$ cat src/rtl/matmul_seq_pkg.sv
// rtl/matmul_seq_pkg.sv - shared widths, defaults and FSM state encoding for the matmul sequencer
package matmul_seq_pkg;

    localparam int DW_DEF     = 4;
    localparam int MAXDIM_DEF = 3;
    localparam int ADDR_W     = 4;
    localparam int DIM_W      = 2;

    typedef enum logic [2:0] {
        IDLE   = 3'd0,
        LOAD_W = 3'd1,
        LOAD_X = 3'd2,
        CLR    = 3'd3,
        MAC    = 3'd4,
        RESULT = 3'd5,
        DONE   = 3'd6,
        ERR    = 3'd7
    } state_e;

endpackage

$ cat src/rtl/matmul_sequencer_if.sv
// rtl/matmul_sequencer_if.sv - job, element-load, bank, MAC and result signals of the matmul sequencer
interface matmul_sequencer_if
    import matmul_seq_pkg::*;
#(
    parameter int DW = DW_DEF
);
    logic              start;
    logic [DIM_W-1:0]  row_w;
    logic [DIM_W-1:0]  col_w;
    logic [DIM_W-1:0]  row_x;
    logic [DIM_W-1:0]  col_x;
    logic [DW-1:0]     in_data;
    logic              in_valid;
    logic              in_ready;
    logic [ADDR_W-1:0] wr_addr;
    logic              we_w;
    logic              we_x;
    logic [ADDR_W-1:0] rd_addr_w;
    logic [ADDR_W-1:0] rd_addr_x;
    logic              mac_ld;
    logic              mac_clr;
    logic              res_valid;
    logic              res_ready;
    logic [DIM_W-1:0]  res_row;
    logic [DIM_W-1:0]  res_col;
    logic              busy;
    logic              done;
    logic              err;

    modport master (
        input  start, row_w, col_w, row_x, col_x, in_data, in_valid, res_ready,
        output in_ready, wr_addr, we_w, we_x, rd_addr_w, rd_addr_x,
               mac_ld, mac_clr, res_valid, res_row, res_col, busy, done, err
    );

    modport slave (
        output start, row_w, col_w, row_x, col_x, in_data, in_valid, res_ready,
        input  in_ready, wr_addr, we_w, we_x, rd_addr_w, rd_addr_x,
               mac_ld, mac_clr, res_valid, res_row, res_col, busy, done, err
    );

endinterface

$ cat src/rtl/matmul_addr_gen.sv
// rtl/matmul_addr_gen.sv - row-major W/X bank read addresses for output element (i,j), inner step k
module matmul_addr_gen
    import matmul_seq_pkg::*;
(
    input  logic [DIM_W-1:0]  i_i,
    input  logic [DIM_W-1:0]  j_i,
    input  logic [DIM_W-1:0]  k_i,
    input  logic [DIM_W-1:0]  col_w_i,
    input  logic [DIM_W-1:0]  col_x_i,
    output logic [ADDR_W-1:0] rd_addr_w_o,
    output logic [ADDR_W-1:0] rd_addr_x_o
);

    // Legal dimensions keep every index at or below 8, so 4-bit arithmetic never wraps.
    assign rd_addr_w_o = ADDR_W'(i_i) * ADDR_W'(col_w_i) + ADDR_W'(k_i);
    assign rd_addr_x_o = ADDR_W'(k_i) * ADDR_W'(col_x_i) + ADDR_W'(j_i);

endmodule

$ cat src/rtl/matmul_sequencer.sv
// rtl/matmul_sequencer.sv - load/clear/MAC/result sequencer for a small W*X matrix multiply
// Optional MATMUL_DIM_CHECK_EN: reject zero or mismatched dimensions into a sticky ERR state.
module matmul_sequencer
    import matmul_seq_pkg::*;
#(
    parameter int DW     = DW_DEF,
    parameter int MAXDIM = MAXDIM_DEF
)(
    input  logic clk,
    input  logic rst,
    matmul_sequencer_if.master bus
);

    localparam logic [2:0] S_IDLE   = IDLE;
    localparam logic [2:0] S_LOAD_W = LOAD_W;
    localparam logic [2:0] S_LOAD_X = LOAD_X;
    localparam logic [2:0] S_CLR    = CLR;
    localparam logic [2:0] S_MAC    = MAC;
    localparam logic [2:0] S_RESULT = RESULT;
    localparam logic [2:0] S_DONE   = DONE;
    localparam logic [2:0] S_ERR    = ERR;

    localparam logic [ADDR_W-1:0] MAX_IDX = ADDR_W'(MAXDIM * MAXDIM - 1);
    localparam logic [ADDR_W-1:0] IDX_ONE = ADDR_W'(1);
    localparam logic [DIM_W-1:0]  DIM_ONE = DIM_W'(1);

    logic [2:0]        state_q, state_d;
    logic [DIM_W-1:0]  row_w_q, row_w_d;
    logic [DIM_W-1:0]  col_w_q, col_w_d;
    logic [DIM_W-1:0]  row_x_q, row_x_d;
    logic [DIM_W-1:0]  col_x_q, col_x_d;
    logic [ADDR_W-1:0] idx_q, idx_d;
    logic [DIM_W-1:0]  i_q, i_d;
    logic [DIM_W-1:0]  j_q, j_d;
    logic [DIM_W-1:0]  k_q, k_d;

    logic              dim_bad;
    logic              beat;
    logic [ADDR_W-1:0] w_last;
    logic [ADDR_W-1:0] x_last;
    logic [ADDR_W-1:0] gen_addr_w;
    logic [ADDR_W-1:0] gen_addr_x;
    logic [DW-1:0]     unused_in_data;

    // Element data flows straight from the source to the banks; only the handshake is sequenced here.
    assign unused_in_data = bus.in_data;

`ifdef MATMUL_DIM_CHECK_EN
    assign dim_bad = (bus.row_w == '0) || (bus.col_w == '0) || (bus.row_x == '0) ||
                     (bus.col_x == '0) || (bus.col_w != bus.row_x);
`else
    assign dim_bad = 1'b0;
`endif

    assign w_last = ADDR_W'(row_w_q) * ADDR_W'(col_w_q) - IDX_ONE;
    assign x_last = ADDR_W'(row_x_q) * ADDR_W'(col_x_q) - IDX_ONE;
    assign beat   = bus.in_valid && bus.in_ready;

    always_comb begin
        state_d = state_q;
        row_w_d = row_w_q;
        col_w_d = col_w_q;
        row_x_d = row_x_q;
        col_x_d = col_x_q;
        idx_d   = idx_q;
        i_d     = i_q;
        j_d     = j_q;
        k_d     = k_q;
        case (state_q)
            S_IDLE: begin
                if (bus.start) begin
                    row_w_d = bus.row_w;
                    col_w_d = bus.col_w;
                    row_x_d = bus.row_x;
                    col_x_d = bus.col_x;
                    idx_d   = '0;
                    i_d     = '0;
                    j_d     = '0;
                    k_d     = '0;
                    state_d = dim_bad ? S_ERR : S_LOAD_W;
                end
            end
            S_LOAD_W, S_LOAD_X: begin
                if (beat) begin
                    if (idx_q == ((state_q == S_LOAD_W) ? w_last : x_last)) begin
                        idx_d   = '0;
                        state_d = (state_q == S_LOAD_W) ? S_LOAD_X : S_CLR;
                    end else if (idx_q != MAX_IDX) begin
                        idx_d = idx_q + IDX_ONE;
                    end
                end
            end
            S_CLR: begin
                k_d     = '0;
                state_d = S_MAC;
            end
            S_MAC: begin
                if (k_q == col_w_q - DIM_ONE) begin
                    state_d = S_RESULT;
                end else begin
                    k_d = k_q + DIM_ONE;
                end
            end
            S_RESULT: begin
                // j is the inner loop, i the outer one.
                if (bus.res_ready) begin
                    if (j_q == col_x_q - DIM_ONE) begin
                        j_d = '0;
                        if (i_q == row_w_q - DIM_ONE) begin
                            i_d     = '0;
                            state_d = S_DONE;
                        end else begin
                            i_d     = i_q + DIM_ONE;
                            state_d = S_CLR;
                        end
                    end else begin
                        j_d     = j_q + DIM_ONE;
                        state_d = S_CLR;
                    end
                end
            end
            S_DONE:  state_d = S_IDLE;
            S_ERR:   state_d = S_ERR;
            default: state_d = S_IDLE;
        endcase
    end

    always_ff @(posedge clk) begin
        if (rst) begin
            state_q <= S_IDLE;
            row_w_q <= '0;
            col_w_q <= '0;
            row_x_q <= '0;
            col_x_q <= '0;
            idx_q   <= '0;
            i_q     <= '0;
            j_q     <= '0;
            k_q     <= '0;
        end else begin
            state_q <= state_d;
            row_w_q <= row_w_d;
            col_w_q <= col_w_d;
            row_x_q <= row_x_d;
            col_x_q <= col_x_d;
            idx_q   <= idx_d;
            i_q     <= i_d;
            j_q     <= j_d;
            k_q     <= k_d;
        end
    end

    matmul_addr_gen u_addr_gen (
        .i_i         (i_q),
        .j_i         (j_q),
        .k_i         (k_q),
        .col_w_i     (col_w_q),
        .col_x_i     (col_x_q),
        .rd_addr_w_o (gen_addr_w),
        .rd_addr_x_o (gen_addr_x)
    );

    assign bus.in_ready  = (state_q == S_LOAD_W) || (state_q == S_LOAD_X);
    assign bus.we_w      = (state_q == S_LOAD_W) && bus.in_valid;
    assign bus.we_x      = (state_q == S_LOAD_X) && bus.in_valid;
    assign bus.wr_addr   = (bus.we_w || bus.we_x) ? idx_q : '0;
    assign bus.mac_clr   = (state_q == S_CLR);
    assign bus.mac_ld    = (state_q == S_MAC);
    assign bus.rd_addr_w = bus.mac_ld ? gen_addr_w : '0;
    assign bus.rd_addr_x = bus.mac_ld ? gen_addr_x : '0;
    assign bus.res_valid = (state_q == S_RESULT);
    assign bus.res_row   = bus.res_valid ? i_q : '0;
    assign bus.res_col   = bus.res_valid ? j_q : '0;
    assign bus.busy      = (state_q != S_IDLE);
    assign bus.done      = (state_q == S_DONE);

`ifdef MATMUL_DIM_CHECK_EN
    assign bus.err = (state_q == S_ERR);
`else
    assign bus.err = 1'b0;
`endif

endmodule

$ cat src/flat_wrapper.sv
// flat-port wrapper written by rule: the top's interface ports become plain ports
module matmul_sequencer_flat import matmul_seq_pkg::*;
#(
    parameter int DW     = DW_DEF,
    parameter int MAXDIM = MAXDIM_DEF
)
  (clk, rst, bus_start, bus_row_w, bus_col_w, bus_row_x, bus_col_x, bus_in_data, bus_in_valid, bus_res_ready, bus_in_ready, bus_wr_addr, bus_we_w, bus_we_x, bus_rd_addr_w, bus_rd_addr_x, bus_mac_ld, bus_mac_clr, bus_res_valid, bus_res_row, bus_res_col, bus_busy, bus_done, bus_err);
  matmul_sequencer_if #(.DW(DW)) bus_i ();
  input  logic clk;
  input  logic rst;
  input wire logic [$bits(bus_i.start)-1:0] bus_start;
  input wire logic [$bits(bus_i.row_w)-1:0] bus_row_w;
  input wire logic [$bits(bus_i.col_w)-1:0] bus_col_w;
  input wire logic [$bits(bus_i.row_x)-1:0] bus_row_x;
  input wire logic [$bits(bus_i.col_x)-1:0] bus_col_x;
  input wire logic [$bits(bus_i.in_data)-1:0] bus_in_data;
  input wire logic [$bits(bus_i.in_valid)-1:0] bus_in_valid;
  input wire logic [$bits(bus_i.res_ready)-1:0] bus_res_ready;
  output wire logic [$bits(bus_i.in_ready)-1:0] bus_in_ready;
  output wire logic [$bits(bus_i.wr_addr)-1:0] bus_wr_addr;
  output wire logic [$bits(bus_i.we_w)-1:0] bus_we_w;
  output wire logic [$bits(bus_i.we_x)-1:0] bus_we_x;
  output wire logic [$bits(bus_i.rd_addr_w)-1:0] bus_rd_addr_w;
  output wire logic [$bits(bus_i.rd_addr_x)-1:0] bus_rd_addr_x;
  output wire logic [$bits(bus_i.mac_ld)-1:0] bus_mac_ld;
  output wire logic [$bits(bus_i.mac_clr)-1:0] bus_mac_clr;
  output wire logic [$bits(bus_i.res_valid)-1:0] bus_res_valid;
  output wire logic [$bits(bus_i.res_row)-1:0] bus_res_row;
  output wire logic [$bits(bus_i.res_col)-1:0] bus_res_col;
  output wire logic [$bits(bus_i.busy)-1:0] bus_busy;
  output wire logic [$bits(bus_i.done)-1:0] bus_done;
  output wire logic [$bits(bus_i.err)-1:0] bus_err;
  assign bus_i.start = bus_start;
  assign bus_i.row_w = bus_row_w;
  assign bus_i.col_w = bus_col_w;
  assign bus_i.row_x = bus_row_x;
  assign bus_i.col_x = bus_col_x;
  assign bus_i.in_data = bus_in_data;
  assign bus_i.in_valid = bus_in_valid;
  assign bus_i.res_ready = bus_res_ready;
  assign bus_in_ready = bus_i.in_ready;
  assign bus_wr_addr = bus_i.wr_addr;
  assign bus_we_w = bus_i.we_w;
  assign bus_we_x = bus_i.we_x;
  assign bus_rd_addr_w = bus_i.rd_addr_w;
  assign bus_rd_addr_x = bus_i.rd_addr_x;
  assign bus_mac_ld = bus_i.mac_ld;
  assign bus_mac_clr = bus_i.mac_clr;
  assign bus_res_valid = bus_i.res_valid;
  assign bus_res_row = bus_i.res_row;
  assign bus_res_col = bus_i.res_col;
  assign bus_busy = bus_i.busy;
  assign bus_done = bus_i.done;
  assign bus_err = bus_i.err;
  matmul_sequencer #(.DW(DW), .MAXDIM(MAXDIM)) u_core (.clk(clk), .rst(rst), .bus(bus_i));
endmodule
$ cat config.mk
export PLATFORM = sky130hd
export DESIGN_NAME = matmul_sequencer_flat
export DESIGN_NICKNAME = d
export VERILOG_FILES = /design/src/rtl/matmul_seq_pkg.sv /design/src/rtl/matmul_sequencer_if.sv /design/src/rtl/matmul_addr_gen.sv /design/src/rtl/matmul_sequencer.sv /design/src/flat_wrapper.sv
export SDC_FILE = /design/constraint.sdc
export NUM_CORES = 1
export LEC_CHECK = 0
export ABC_AREA = 1
export BUFFER_PORTS_ARGS = -buffer_cell sky130_fd_sc_hd__buf_2
export CAP_MARGIN = 20
export CORE_MARGIN = 2
export CORE_UTILIZATION = 55
export DETAILED_ROUTE_END_ITERATION = 10
export PLACE_DENSITY = 0.82
export SYNTH_ARGS = -nofsm -noshare
export SYNTH_HDL_FRONTEND = slang
export SYNTH_SLANG_ARGS = --single-unit
$ cat constraint.sdc
create_clock -name clk -period 3.8 [get_ports clk]
set_clock_uncertainty 0.1 [all_clocks]
set_input_delay 0.38 -clock clk [delete_from_list [all_inputs] [get_ports clk]]
set_output_delay 0.38 -clock clk [all_outputs]
set_load 0.005 [all_outputs]
# ---- After elaboration in Yosys (flattened, before gate mapping)
# Index checks and enable logic that the tools add are counted.
dict set report totals {
  latchBits 0
  romBits 0
  mem_count 0
  out_inout_bits 25
  mem_bits_rw 0
  ff_bits 21
  wordCells 91
}
dict set report op_classes {
  div 0
  add_sub_neg 11
  order_cmp 0
  n_bitwise 0
  n_mul 4
  eq_ne 20
  mux 30
  n_reduce_logical 17
  n_shift 0
}
# cell n
set ops {}
lappend ops {{2-to-1 mux 4 bit} 8}
lappend ops {{2-to-1 mux 3 bit} 7}
lappend ops {{case mux 3 bit (7 select lines)} 1}
lappend ops {{2-to-1 mux 2 bit} 9}
lappend ops {{multiplier 2 x 2 -> 4 bit} 4}
lappend ops {{== test 3 bit (second input constant)} 4}
lappend ops {{!= test 2 bit (second input constant)} 5}
lappend ops {{adder 4 x 2 -> 4 bit} 2}
lappend ops {{case mux 2 bit (2 select lines)} 2}
lappend ops {{case mux 4 bit (2 select lines)} 1}
lappend ops {{AND reduction 4 bit} 2}
lappend ops {{subtractor 4 x 1 -> 4 bit (second input constant)} 2}
lappend ops {{adder 2 x 1 -> 2 bit (second input constant)} 3}
lappend ops {{== test 2 bit} 3}
lappend ops {{== test 3 x 2 -> 1 bit (second input constant)} 2}
lappend ops {{case mux 2 bit (3 select lines)} 1}
lappend ops {{AND reduction 3 bit} 2}
lappend ops {{nonzero test 3 bit} 2}
lappend ops {{subtractor 2 x 1 -> 2 bit (second input constant)} 3}
lappend ops {{AND reduction 5 bit} 1}
lappend ops {{adder 4 x 1 -> 4 bit (second input constant)} 1}
lappend ops {{== test 4 bit} 1}
lappend ops {{!= test 2 x 1 -> 1 bit (second input constant)} 2}
lappend ops {{!= test 4 bit (second input constant)} 1}
lappend ops {{9 further kinds} 13}

# ---- Longest topological paths before layout
dict set report logic_depth {
  ltp_word 7
  mapped_depth 19
  ltp_nobuf 18
}

# ---- Modules after synthesis
# Synthesis repeated with hierarchy kept, for this count alone.
dict set report unflattened {
  cells_unflattened 295
  area_unflattened_um2 1855.5
}
# mod cells_per_inst seq_area_each_um2 n_inst area_per_inst_um2
set by_module_without_submodules {}
lappend by_module_without_submodules {matmul_sequencer 271 420.4 1 1665.3}
lappend by_module_without_submodules {matmul_addr_gen 24 0.0 1 190.2}

# ---- Worst setup path after synthesis
# OpenSTA, ideal clock, no wires.
dict set report synth_path {
  path_type {flip-flop to flip-flop}
  start {register u_core.col_w_q[1]}
  end {register u_core.state_q[2]}
  t_required_ns 3.587
  synth_period_minus_slack_ns 2.389
  stages_incl_launch_ff 18
  arrival_ns 2.177
  setup_slack_ns 1.411
  n_path_buf 1
  setup_time_ns 0.113
  cell_sequence {dfxtp_1 buf_2 nand2_1 ha_1 inv_1 ha_1 fa_1 inv_1 nand2_1 nand2_1 nand2_1 nand2_2 nor2_4 nand2_4 nand2_4 nand2_4 nor2_1 nor2_1}
}
dict set report synth_between {
  elab_chain_len 6
}
# item line_no
set synth_lines {}
lappend synth_lines {{start, declared} matmul_sequencer.sv:29} ;# logic [DIM_W-1:0] col_w_q, col_w_d;
lappend synth_lines {{start signal, assigned} matmul_sequencer.sv:142} ;# col_w_q <= col_w_d;
lappend synth_lines {{multiplier 2 x 2 -> 4 bit} matmul_sequencer.sv:55} ;# assign w_last = ADDR_W'(row_w_q) * ADDR_W'(col_w_q) - IDX_ONE;
lappend synth_lines {{subtractor 4 x 1 -> 4 bit} matmul_sequencer.sv:55}
lappend synth_lines {{2-to-1 mux 4 bit} matmul_sequencer.sv:85} ;# if (idx_q == ((state_q == S_LOAD_W) ? w_last : x_last)) begin
lappend synth_lines {{== test 4 bit} matmul_sequencer.sv:85}
lappend synth_lines {{!= test 2 x 1 -> 1 bit (no line)} n/a}
lappend synth_lines {{AND reduction 5 bit (no line) (*)} n/a}
lappend synth_lines {{end signal, assigned} matmul_sequencer.sv:140} ;# state_q <= state_d;
lappend synth_lines {{end, declared} matmul_sequencer.sv:27} ;# logic [2:0] state_q, state_d;
# Mark *: on every way between the ends. The rest lies on a longest branch, timed or not.
# A chain may end at the register's enable or synchronous reset.

# ---- Final worst setup path
dict set report layout_path {
  start {register u_core.col_w_q[1]}
  end {output port bus_rd_addr_w[2]}
}
dict set report layout_between {
  elab_chain_len 3
}
# item line_no
set layout_lines {}
lappend layout_lines {{multiplier 2 x 2 -> 4 bit} matmul_addr_gen.sv:15} ;# assign rd_addr_w_o = ADDR_W'(i_i) * ADDR_W'(col_w_i) + ADDR_W'(k_i);
lappend layout_lines {{adder 4 x 2 -> 4 bit} matmul_addr_gen.sv:15}
lappend layout_lines {{2-to-1 mux 4 bit} matmul_sequencer.sv:168} ;# assign bus.rd_addr_w = bus.mac_ld ? gen_addr_w : '0;
lappend layout_lines {{end, declared} flat_wrapper.sv:23} ;# output wire logic [$bits(bus_i.rd_addr_w)-1:0] bus_rd_addr_w;
# Every way passes these cells.

==> results_dict.tcl <==
set metrics [dict create \
    drt-vias-per-instance 5.05 \
    clk_transition_reported_paths_ns 0.11 \
    netlist_top_cells_area "sky130_fd_sc_hd__dfxtp_1 (22%), sky130_fd_sc_hd__nand2_1 (12%), sky130_fd_sc_hd__inv_1 (8.4%), sky130_fd_sc_hd__nor2_1 (8.0%), sky130_fd_sc_hd__ha_1 (6.5%)" \
    synth.yosys.warnings 0 \
    power_per_cell_area_nw_per_um2 601 \
    floorplan.die.height_um 63.2 \
    p_seq_share_pct 29.9 \
    netSwitchingPower_mw 0.679 \
    core_region_area_um2 3360 \
    nNetsFinal 356 \
    clk_latency_ns 0.30 \
    grt_pass1_vias 1779 \
    final_layout_size_suffix_gt1_share_pct 23.6 \
    effective_utilization_at_floorplan_pct 57.4 \
    final-max-slew-violation-count 0 \
    critical_path.max_fanout 8 \
    post-route-drc-count 0 \
    clock_tree_from_tritoncts "yes" \
    timing.rr.start "u_core.col_w_q[1]" \
    post_detail_place_hpwl_um 3410 \
    postLayoutCoreUtil_pct 63.9 \
    setup.worst_path.start "u_core.col_w_q[1]" \
    grt_antenna_before_repair 0 \
    yosysSeqAreaShare_pct 21.8 \
    timing_worst_setup_path_type "register to output pin" \
    io_buffers 36 \
    critPathArrivalTime_ns 2.42 \
    edff_count_synth 0 \
    synth_top_cell_area_share_pct 21.8 \
    share_clk_of_total_power_pct 8.5 \
    final.hold.worst_slack_ns 0.240 \
    cts_setup_buffers 0 \
    layout-area-overhead-vs-synth_pct 11.3 \
    io_pins 42 \
    fin_tns_setup_ns 0 \
    layout_setup_ws_ns 0.902 \
    setup-violations-final 0 \
    max_clock_freq_mhz 345 \
    hold_buffers 0 \
    element_type_at_the_critical_path_end "output pin" \
    cap_viol_max_count 0 \
    floorplan.rows 21 \
    min_from "bus_row_w[1]" \
    yosys-top-cells-count "sky130_fd_sc_hd__nand2_1 (62), sky130_fd_sc_hd__inv_1 (43), sky130_fd_sc_hd__nor2_1 (41), sky130_fd_sc_hd__dfxtp_1 (21), sky130_fd_sc_hd__nand3_1 (19)" \
    cts_root_buf "sky130_fd_sc_hd__clkbuf_4" \
    worst_hold_path_type "primary input to register" \
    worst-endpoint-required_ns 3.32 \
    total_clock_sinks 21 \
    sw_frac_of_total_pct 52.6 \
    avgRoutedWirePerCell_um 11.3 \
    cell_area_after_synthesis_um2 1930 \
    post-synth-top-area-cell "sky130_fd_sc_hd__dfxtp_1" \
    ys_seq_elements 21 \
    critPathLaunchType "register" \
    routed-via-count 1857 \
    pre_cts_slack_ns 1.14 \
    totalPowerFinal_mw 1.29 \
    grt_pass1_wl_um 7590 \
    p_int_mw 0.612 \
    finalWirelength_um 4150 \
    rsz0062_at_grt "false" \
    design.die.area_um2 4000 \
    grt_usage_pct 23.3 \
    post_synth_num_cell_types 33 \
    tritoncts.num_buffers 3 \
    power.share.combinational_pct 61.6 \
    layout_min_cycle_time_ns 2.90 \
    outcome "finished, final reports clean" \
    cts_max_path_buffers 2 \
    postCtsResizedCells 0 \
    synthesis.nets 323 \
    synth-main-ff-cell "sky130_fd_sc_hd__dfxtp_1" \
    h-tree-depth 1 \
    drt.antenna.violating_nets 0 \
    syn_avg_cell_area_um2 6.66 \
    drt_pre_antenna_iters 4 \
    hold_viol_final 0 \
    number_of_instances_in_the_synthesized_netlist 290 \
    synth_most_common_cell "sky130_fd_sc_hd__nand2_1" \
    insertedDiodeCount 0 \
    peakVddDrop_mv 0.397 \
    leakagePower_nw 1.05 \
    globalRoute.totalOverflow 0 \
    final_min_period_over_clock_period_pct 76.3 \
    synth-async-reset-ratio_pct 0 \
    drt_iter0_drc 91 \
    routabilityCongestion 0.855 \
    grt_start_max_net_pins 14 \
    die_width_um 63.2 \
]
-- sequential cells by signal, summed over array words and instances (netlist names) --
signal,cells
u_core.i_q,2
u_core.idx_q,4
u_core.row_w_q,2
u_core.state_q,3
u_core.col_x_q,2
u_core.k_q,2
u_core.row_x_q,2
u_core.j_q,2
u_core.col_w_q,2
-- power groups by stage --
stage               clock (mW)  combinational (mW)  sequential, mW
global route             0.122               0.911           0.397
CTS                      0.111               0.794           0.385
detailed placement           0               0.791           0.390
floorplan                    0               0.668           0.349
global placement             0               0.770           0.388
finish                   0.110               0.795           0.386
-- routing by layer --
metal / share of wire, % / vias up / track usage [%]
li1: - / 963 / -
met1: 44 / 837 / 28.4
met2: 50 / 48 / 41.0
met3: 4.2 / 9 / 2.86
met4: 1.6 / 0 / 10.9
met5: 0 / - / 0
-- cells by family after synthesis --
kind of cell | after synthesis | share of synthesized area (%)
other | 1 | 0.194
AOI/OAI and AO/OA | 33 | 9.27
xor gates and xnor gates | 6 | 2.72
adders and majority gates | 16 | 12.7
DFF | 21 | 21.8
and+or+nand+nor | 157 | 41.2
buffers and inverters | 56 | 12.2
-- stage by stage --
stage / cells / instance area [µm²]
finish: 368 / 2150
global route: 368 / 2150
CTS: 368 / 2150
detailed placement: 364 / 2120
global placement: 364 / 2120
floorplan: 290 / 1930
-- critical path, stage by stage (launching register included) --
cell and delay (ns):
sky130_fd_sc_hd__dfxtp_1 0.53, sky130_fd_sc_hd__nand2_1 0.13, sky130_fd_sc_hd__fa_1 0.56, sky130_fd_sc_hd__inv_1 0.05
sky130_fd_sc_hd__ha_1 0.18, sky130_fd_sc_hd__inv_1 0.06, sky130_fd_sc_hd__fa_1 0.40, sky130_fd_sc_hd__nor2_1 0.10
sky130_fd_sc_hd__buf_2 0.12
-- final cells by class --
| type | instances | area (µm²) |
|---|---|---|
| clock buffers | 4 | 26.3 |
| fillers | 326 | 1210 |
| inverters | 48 | 190 |
| multi-input cells | 213 | 1270 |
| flip-flops and latches | 21 | 420 |
| well taps | 46 | 57.6 |
| repair buffers | 36 | 180 |
-- worst paths after layout --
kind                       endpoint  slack (ns)  cells past startpoint
setup / recovery   bus_rd_addr_w[2]        0.90                      8
hold reg to reg   u_core.row_x_q[0]        0.40                      2
setup reg to reg  u_core.state_q[2]        1.10                     18
hold / removal    u_core.row_w_q[1]        0.24                      3
-- layout by cell type, fill, tap and decap left out, types with 2 or more instances in the layout --
master	netlist	routed
sky130_fd_sc_hd__inv_4	2	2
sky130_fd_sc_hd__dfxtp_1	21	21
sky130_fd_sc_hd__nor2_1	41	41
sky130_fd_sc_hd__o21ai_0	13	13
sky130_fd_sc_hd__xor2_1	2	2
sky130_fd_sc_hd__nand2_2	9	9
sky130_fd_sc_hd__inv_2	2	2
sky130_fd_sc_hd__nand3_1	19	19
sky130_fd_sc_hd__inv_1	43	43
sky130_fd_sc_hd__clkbuf_4	0	3
sky130_fd_sc_hd__nor2_2	3	3
sky130_fd_sc_hd__nor2_4	3	3
sky130_fd_sc_hd__fa_1	6	6
sky130_fd_sc_hd__nand3_2	8	8
sky130_fd_sc_hd__nand2_1	62	62
sky130_fd_sc_hd__xnor2_1	4	4
sky130_fd_sc_hd__o21bai_1	2	2
sky130_fd_sc_hd__buf_2	3	36
sky130_fd_sc_hd__nor3_1	2	2
sky130_fd_sc_hd__a21oi_1	14	14
sky130_fd_sc_hd__nand2_4	6	6
sky130_fd_sc_hd__ha_1	10	10
(Power assumes the default switching activity.)
